`src/rtl/axby_seq.sv`:
```
// axby_seq: sequential shift-and-add unit computing a*x + b*y over W cycles per
// product, with optional accumulation onto the previously held result.
// Handshake: pulse start while idle; done pulses once when result is valid.
module axby_seq #(
    parameter int W = 8
) (
    input  logic           clk,
    input  logic           reset,
    input  logic           start,
    input  logic           acc_en,
    input  logic [W-1:0]   a,
    input  logic [W-1:0]   b,
    input  logic [W-1:0]   x,
    input  logic [W-1:0]   y,
    output logic           busy,
    output logic           done,
    output logic [2*W:0]   result,
    output logic           overflow
);

    localparam int CW = $clog2(W);
    localparam logic [CW-1:0] CNT_LAST = CW'(W - 1);

    typedef enum logic [1:0] {
        IDLE = 2'd0,
        MULX = 2'd1,
        MULY = 2'd2,
        DONE = 2'd3
    } state_t;

    state_t          state_reg,   state_next;
    logic [2*W:0]    acc_reg,     acc_next;
    logic [2*W:0]    mcand_reg,   mcand_next;
    logic [W-1:0]    mplier_reg,  mplier_next;
    logic [W-1:0]    b_hold_reg,  b_hold_next;
    logic [W-1:0]    y_hold_reg,  y_hold_next;
    logic [CW-1:0]   cnt_reg,     cnt_next;
    logic [2*W:0]    result_reg,  result_next;
    logic            acc_ovf_reg, acc_ovf_next;
    logic            ovf_reg,     ovf_next;
    logic            done_reg,    done_next;
    logic            busy_reg,    busy_next;

    // One extra bit above acc catches the carry out of bit 2W.
    logic [2*W+1:0]  sum;

    assign sum      = {1'b0, acc_reg} + {1'b0, mcand_reg};
    assign busy     = busy_reg;
    assign done     = done_reg;
    assign result   = result_reg;
    assign overflow = ovf_reg;

    // Next-state and datapath update; every register holds unless changed below.
    always_comb begin
        state_next   = state_reg;
        acc_next     = acc_reg;
        mcand_next   = mcand_reg;
        mplier_next  = mplier_reg;
        b_hold_next  = b_hold_reg;
        y_hold_next  = y_hold_reg;
        cnt_next     = cnt_reg;
        result_next  = result_reg;
        acc_ovf_next = acc_ovf_reg;
        ovf_next     = ovf_reg;
        done_next    = 1'b0;

        case (state_reg)
            IDLE: begin
                // The done-pulse cycle is still part of the busy window, so a
                // start seen while done is high must not be accepted.
                if (start && !done_reg) begin
                    mcand_next  = {{(W+1){1'b0}}, a};
                    mplier_next = x;
                    b_hold_next = b;
                    y_hold_next = y;
                    cnt_next    = '0;
                    if (acc_en) begin
                        acc_next     = result_reg;
                        acc_ovf_next = ovf_reg;
                    end else begin
                        acc_next     = '0;
                        acc_ovf_next = 1'b0;
                    end
                    state_next = MULX;
                end
            end
            MULX, MULY: begin
                if (mplier_reg[0]) begin
                    acc_next = sum[2*W:0];
                    if (sum[2*W+1]) begin
                        acc_ovf_next = 1'b1;
                    end
                end
                mcand_next  = mcand_reg << 1;
                mplier_next = mplier_reg >> 1;
                cnt_next    = cnt_reg + CW'(1);
                if (cnt_reg == CNT_LAST) begin
                    cnt_next = '0;
                    if (state_reg == MULX) begin
                        mcand_next  = {{(W+1){1'b0}}, b_hold_reg};
                        mplier_next = y_hold_reg;
                        state_next  = MULY;
                    end else begin
                        state_next = DONE;
                    end
                end
            end
            DONE: begin
                // Only here does the finished sum become visible.
                result_next = acc_reg;
                ovf_next    = acc_ovf_reg;
                done_next   = 1'b1;
                state_next  = IDLE;
            end
            default: begin
                state_next = IDLE;
            end
        endcase

        // Busy stays up through the done pulse and drops together with it.
        busy_next = (state_next != IDLE) || done_next;
    end

    // State and datapath registers; reset wins over every other input.
    always_ff @(posedge clk) begin
        if (!reset) begin
            state_reg   <= IDLE;
            acc_reg     <= '0;
            mcand_reg   <= '0;
            mplier_reg  <= '0;
            b_hold_reg  <= '0;
            y_hold_reg  <= '0;
            cnt_reg     <= '0;
            result_reg  <= '0;
            acc_ovf_reg <= 1'b0;
            ovf_reg     <= 1'b0;
            done_reg    <= 1'b0;
            busy_reg    <= 1'b0;
        end else begin
            state_reg   <= state_next;
            acc_reg     <= acc_next;
            mcand_reg   <= mcand_next;
            mplier_reg  <= mplier_next;
            b_hold_reg  <= b_hold_next;
            y_hold_reg  <= y_hold_next;
            cnt_reg     <= cnt_next;
            result_reg  <= result_next;
            acc_ovf_reg <= acc_ovf_next;
            ovf_reg     <= ovf_next;
            done_reg    <= done_next;
            busy_reg    <= busy_next;
        end
    end

endmodule

```
`config.mk`:
```
export PLATFORM = sky130hd
export DESIGN_NAME = axby_seq
export DESIGN_NICKNAME = d
export VERILOG_FILES = /design/src/rtl/axby_seq.sv
export SDC_FILE = /design/constraint.sdc
export NUM_CORES = 1
export LEC_CHECK = 0
export CAP_MARGIN = 20
export CORE_ASPECT_RATIO = 1.25
export CORE_MARGIN = 2
export CORE_UTILIZATION = 50
export CTS_CLUSTER_SIZE = 14
export DETAILED_ROUTE_END_ITERATION = 7
export PLACE_DENSITY = 0.73
export SLEW_MARGIN = 10
export SYNTH_ARGS = -nofsm -noshare
export SYNTH_HDL_FRONTEND = slang
export SYNTH_SLANG_ARGS = --single-unit
```
`constraint.sdc`:
```
create_clock -name clk -period 3.4 [get_ports clk]
set_clock_uncertainty 0.2 [all_clocks]
set_input_delay 0.34 -clock clk [delete_from_list [all_inputs] [get_ports clk]]
set_output_delay 0.34 -clock clk [all_outputs]
set_load 0.01 [all_outputs]
```
**Word level (Yosys, flattened, before mapping)**

Cells that the tools add are included.

- $add $sub $neg: 2
- Equal/unequal tests: 7
- Mux-type cells: 25
- Reduce and logical (&&, ||, !) cells: 11

Operators by type and width:

| kind | number |
|---|---|
| 17-bit two-way mux | 6 |
| 17-bit one-hot mux with 2 select lines | 2 |
| 8-bit two-way mux | 3 |
| 17-bit by 17-bit adder with 18-bit output | 1 |
| 8-bit one-hot mux with 2 select lines | 1 |
| 1-bit two-way mux | 6 |
| 3-bit two-way mux | 2 |
| 2-bit != test (second input constant) | 3 |
| 2-bit one-hot mux with 3 select lines | 1 |
| 3-bit one-hot mux with 2 select lines | 1 |
| 2-bit == test (second input constant) | 2 |
| 2-bit two-way mux | 2 |
| 2-bit AND reduction | 2 |
| 4-bit AND reduction | 1 |
| 2-bit nonzero test | 2 |
| 3-bit by 1-bit adder with 3-bit output (second input constant) | 1 |
| 3-bit == test (second input constant) | 1 |
| 3-bit AND reduction | 1 |
| 2-bit by 1-bit == test with 1-bit output (second input constant) | 1 |
| 2-bit logical NOT | 1 |
| 1-bit one-hot mux with 2 select lines | 1 |
| 2-bit OR reduction | 1 |
| 1-bit logical AND | 1 |
| 1-bit logical NOT | 1 |
| 1-bit logical OR | 1 |

- Flip-flop bits (word level): 84
- Bits of input ports: 36
- Output and inout bits: 20

**Depth between registers and ports, before layout**

- Depth after elaboration: 6
- Gate-level depth with buffers: 9
- Mapped depth without buffers: 9

**Worst setup path after synthesis**

Ideal clock, no wire load.

- Kind: register -> register
- From: reg acc_reg[0]
- To: reg acc_reg[14]
- Arrival: 2309 ps
- Required time: 3070 ps
- Slack: 760 ps
- Stages on the path, launching flop included: 10
- Path buffers: 0
- Cell sequence: dfxtp_1 > ha_1 > fa_1 > a21o_1 > a221oi_2 > o21ai_1 > a221o_1 > a31oi_1 > xor2_1 > o22ai_1

- Longest elaborated chain between the ends: 3

Ends and longest elaborated chain:

| item | RTL line | RTL |
|---|---|---|
| start: declaration | 32 | `logic [2*W:0] acc_reg, acc_next;` |
| start signal: assignment | 141 | `acc_reg <= acc_next;` |
| 17-bit by 17-bit adder with 18-bit output | 47 | `assign sum = {1'b0, acc_reg} + {1'b0, mcand_reg};` |
| 17-bit two-way mux | 88 | `if (mplier_reg[0]) begin` |
| 17-bit one-hot mux with 2 select lines | 67 | `case (state_reg)` |

Every way passes these cells. The select of a mux whose other input is x is not followed.
A chain may end at the register's enable or synchronous reset.

**Worst setup path after layout**

Same ends and word-level chain as after synthesis.

==> summary.txt <==
Status = complete, no violations
Initial DRC Count = 263
Fmax = 0.333 GHz
Cts hold-fix bufs = 0
PortBufs = 55
Worst Path Max Fanout = 3
Post-synth EDFFs = 0
Startpoint types = flip-flop
Ports = 56
Tightest Hold Check Type = reg -> reg
Clock Sinks = 84
Clock Tree Root = clkbuf_8
Kind of cell adding the most delay to the critical path = compound AO/OA/AOI/OAI gates
Register area share after synthesis = 39.7%
Post-layout net count = 631
Commonest non-fill, non-tap cell in the layout = nand2_1
Fill count = 717
First-pass GRT wire length = 16,900 um
Synth Area in Compound Gates = 21.4%
Antenna diodes = 0
Clk_lat worst skew = 0.35 ns
FF+latch count, synth = 84
P_leak = 1.96 nW
Setup Buffers After CTS = 0
Switching fraction of total power = 30.4%
Adder-cell share of the synthesized area = 6.97%
Pint = 0.00158 W
Rel. slew slack = 52.6%
Critical path class = reg -> reg
Die area = 0.00923 mm^2
Dominant synthesized flop cell = dfxtp_1
Pins over their slew limit = 0
Die X = 86.3 um
H-tree lvl count = 3
Switch Pwr = 0.000688 W
Warnings, synthesis = 0
Routed vias/inst = 5.81
Total overflow reported by the global router = 0
Initial antenna violation count = 0
RSZ-0062 raised after global routing = false
Residual DRC = 0
CP required = 3.43 ns
ANT nets after route = 0
Multiplexer share of the synthesized area = 4.96%
Tmin final = 3.00 ns
Setup crit end kind = flip-flop
Total of max-cap violations = 0
WL/cell = 15.3 um
Setup tns final = 0 ns
FF-to-FF setup slack = 0.40 ns
Crit path cell chain = ha_1, fa_1, a21o_1, a221oi_2, o21ai_1, a221o_1, a31oi_1, xor2_1, o22ai_1
GRT Total Usage = 22.6%
Vias in the first global route = 3,686
Post-synthesis xor/xnor area fraction = 2.48%
DR vias = 3,918
Most Crowded Layer GR = met2
DP HPWL = 7180 um
Clock tree buffer depth = 2
Worst path buffer plus inverter count = 0
Largest net degree at the start of global routing = 33
Final period util = 88.3%
Global routing usage on met3 = 4.16%
Unique masters post-synth = 47
Routed WL = 10,300 um
Mapped Nets = 585
Tightest Pin Transition = 0.711 ns
CORE AREA = 0.00824 mm^2
Sequential Power Share = 48.5%
M1 GR Usage = 28.1%
Die H = 107 um
Finish-stage setup viols = 0
Synthesis-to-finish area growth = 19.9%
Combinational family with the most area after synthesis = compound AO/OA/AOI/OAI gates
GPL Wtd Cong = 0.953
Mean Syn Cell Area = 8.06 um^2
Initial Util = 51.4%
Met2 GRT Util = 37.9%
Resized cells post-CTS = 0
Fin util = 61.6%
Peak VDD IR = 0.247 mV
Worst path max stage delay = 0.41 ns
Cell area after synthesis = 0.00424 mm^2
Combinational power share = 20.3%
CTS tree = yes
Clk pin slew, worst setup/hold paths = 0.08 ns
Hold Vio Cnt, Final = 0
FF+latch area = 0.00168 mm^2
Synth Area in Simple Gates = 20.9%
Num CTS Buffers = 9
Pre-antenna DRT Iters = 6
Multi-input logic area = 0.00241 mm^2
Clock Power Share = 31.3%
Synth async-reset ratio = 0%
Crit path DAT = 3.03 ns
Layout cell share with drive strength beyond 1 = 6.93%
CP max stage cell = fa_1
Commonest cells after routing, fill and taps aside = nand2_1, dfxtp_1, a21oi_1, clkdlybuf4s50_1, nor2_1
Pwr Density = 446 mW/mm^2
Cells after Synth = 526
Cell row count = 37
## power groups by stage
stage,Clock (W),Sequential (W),Combinational [W]
2_1_floorplan,0,0.00111,0.000319
3_3_place_gp,0,0.00112,0.000441
3_5_place_dp,0,0.00112,0.000453
4_1_cts,0.000720,0.00110,0.000457
5_1_grt,0.000757,0.00111,0.000509
6_report,0.000708,0.00110,0.000459
## layout make-up
type | count | area share (%)
Sequential cell | 84 | 33.1
Multi-Input combinational cell | 402 | 47.4
Clock inverter | 6 | 1.28
Tap cell | 97 | 2.39
Timing Repair Buffer | 68 | 12.8
Inverter | 7 | 0.517
Clock buffer | 10 | 2.51
## final timing paths
kind | from | end | cells past startpoint
max | acc_reg[0]$_SDFFE_PN0P_ | acc_reg[14]$_SDFFE_PN0P_ | 9
min | b_hold_reg[0]$_SDFFE_PN0P_ | b_hold_reg[0]$_SDFFE_PN0P_ | 2
max reg2reg | acc_reg[0]$_SDFFE_PN0P_ | acc_reg[14]$_SDFFE_PN0P_ | 9
min reg2reg | b_hold_reg[0]$_SDFFE_PN0P_ | b_hold_reg[0]$_SDFFE_PN0P_ | 2
## worst min-delay path, cell delays in order, from the launching register on
cell and delay (ns):
dfxtp_1 0.31, nand2_1 0.05, a21oi_1 0.05
## cells by family after synthesis
logic type / count (synthesis)
mux: 21
fa+ha+maj: 23
flops: 84
xor+xnor: 12
simple gates: 204
compound gates: 142
buf+inv: 40
## per-layer routing
metal  vias up  share of wire [%]
met5         -                  0
met4         0                2.7
met3        26                5.9
met2       144                 48
met1      1791                 43
li1       1957                  -
## metrics by stage
| stage | setup slack [ns] | power [W] | hold WS [ns] | cells | cell area, um^2 |
|---|---|---|---|---|---|
| finish | 0.399 | 0.00226 | 0.258 | 674 | 5080 |
| detailed placement | 0.502 | 0.00157 | 0.247 | 658 | 4890 |
| global placement | 0.602 | 0.00156 | 0.239 | 658 | 4890 |
| global route | 0.266 | 0.00237 | 0.276 | 674 | 5080 |
| CTS | 0.449 | 0.00227 | 0.257 | 674 | 5080 |
| floorplan | 0.760 | 0.00142 | 0.232 | 526 | 4240 |
## synthesized netlist by cell type, types with 2 or more instances
cell type / n / area [um^2]
a32oi_1: 2 / 17.5
a211oi_1: 7 / 52.6
o221ai_1: 2 / 17.5
dfxtp_1: 84 / 1680
o21ai_0: 21 / 105
nand2_1: 91 / 342
a221oi_1: 8 / 70.1
a21oi_1: 59 / 295
buf_2: 2 / 10.0
and2_1: 3 / 18.8
ha_1: 22 / 275
mux2i_1: 21 / 210
o22ai_1: 2 / 12.5
a21o_1: 11 / 82.6
nor2_1: 49 / 184
nor3_1: 4 / 20.0
nor2b_1: 3 / 18.8
a211oi_2: 3 / 37.5
and3_1: 3 / 18.8
a221o_1: 2 / 20.0
o211ai_1: 15 / 113
xor2_1: 5 / 43.8
clkbuf_1: 29 / 109
a31oi_1: 2 / 12.5
nand2b_1: 3 / 18.8
xnor2_1: 7 / 61.3
buf_1: 2 / 7.51
nand3_1: 40 / 200
inv_1: 6 / 22.5
Note: power is estimated with default switching activity, not from simulation.
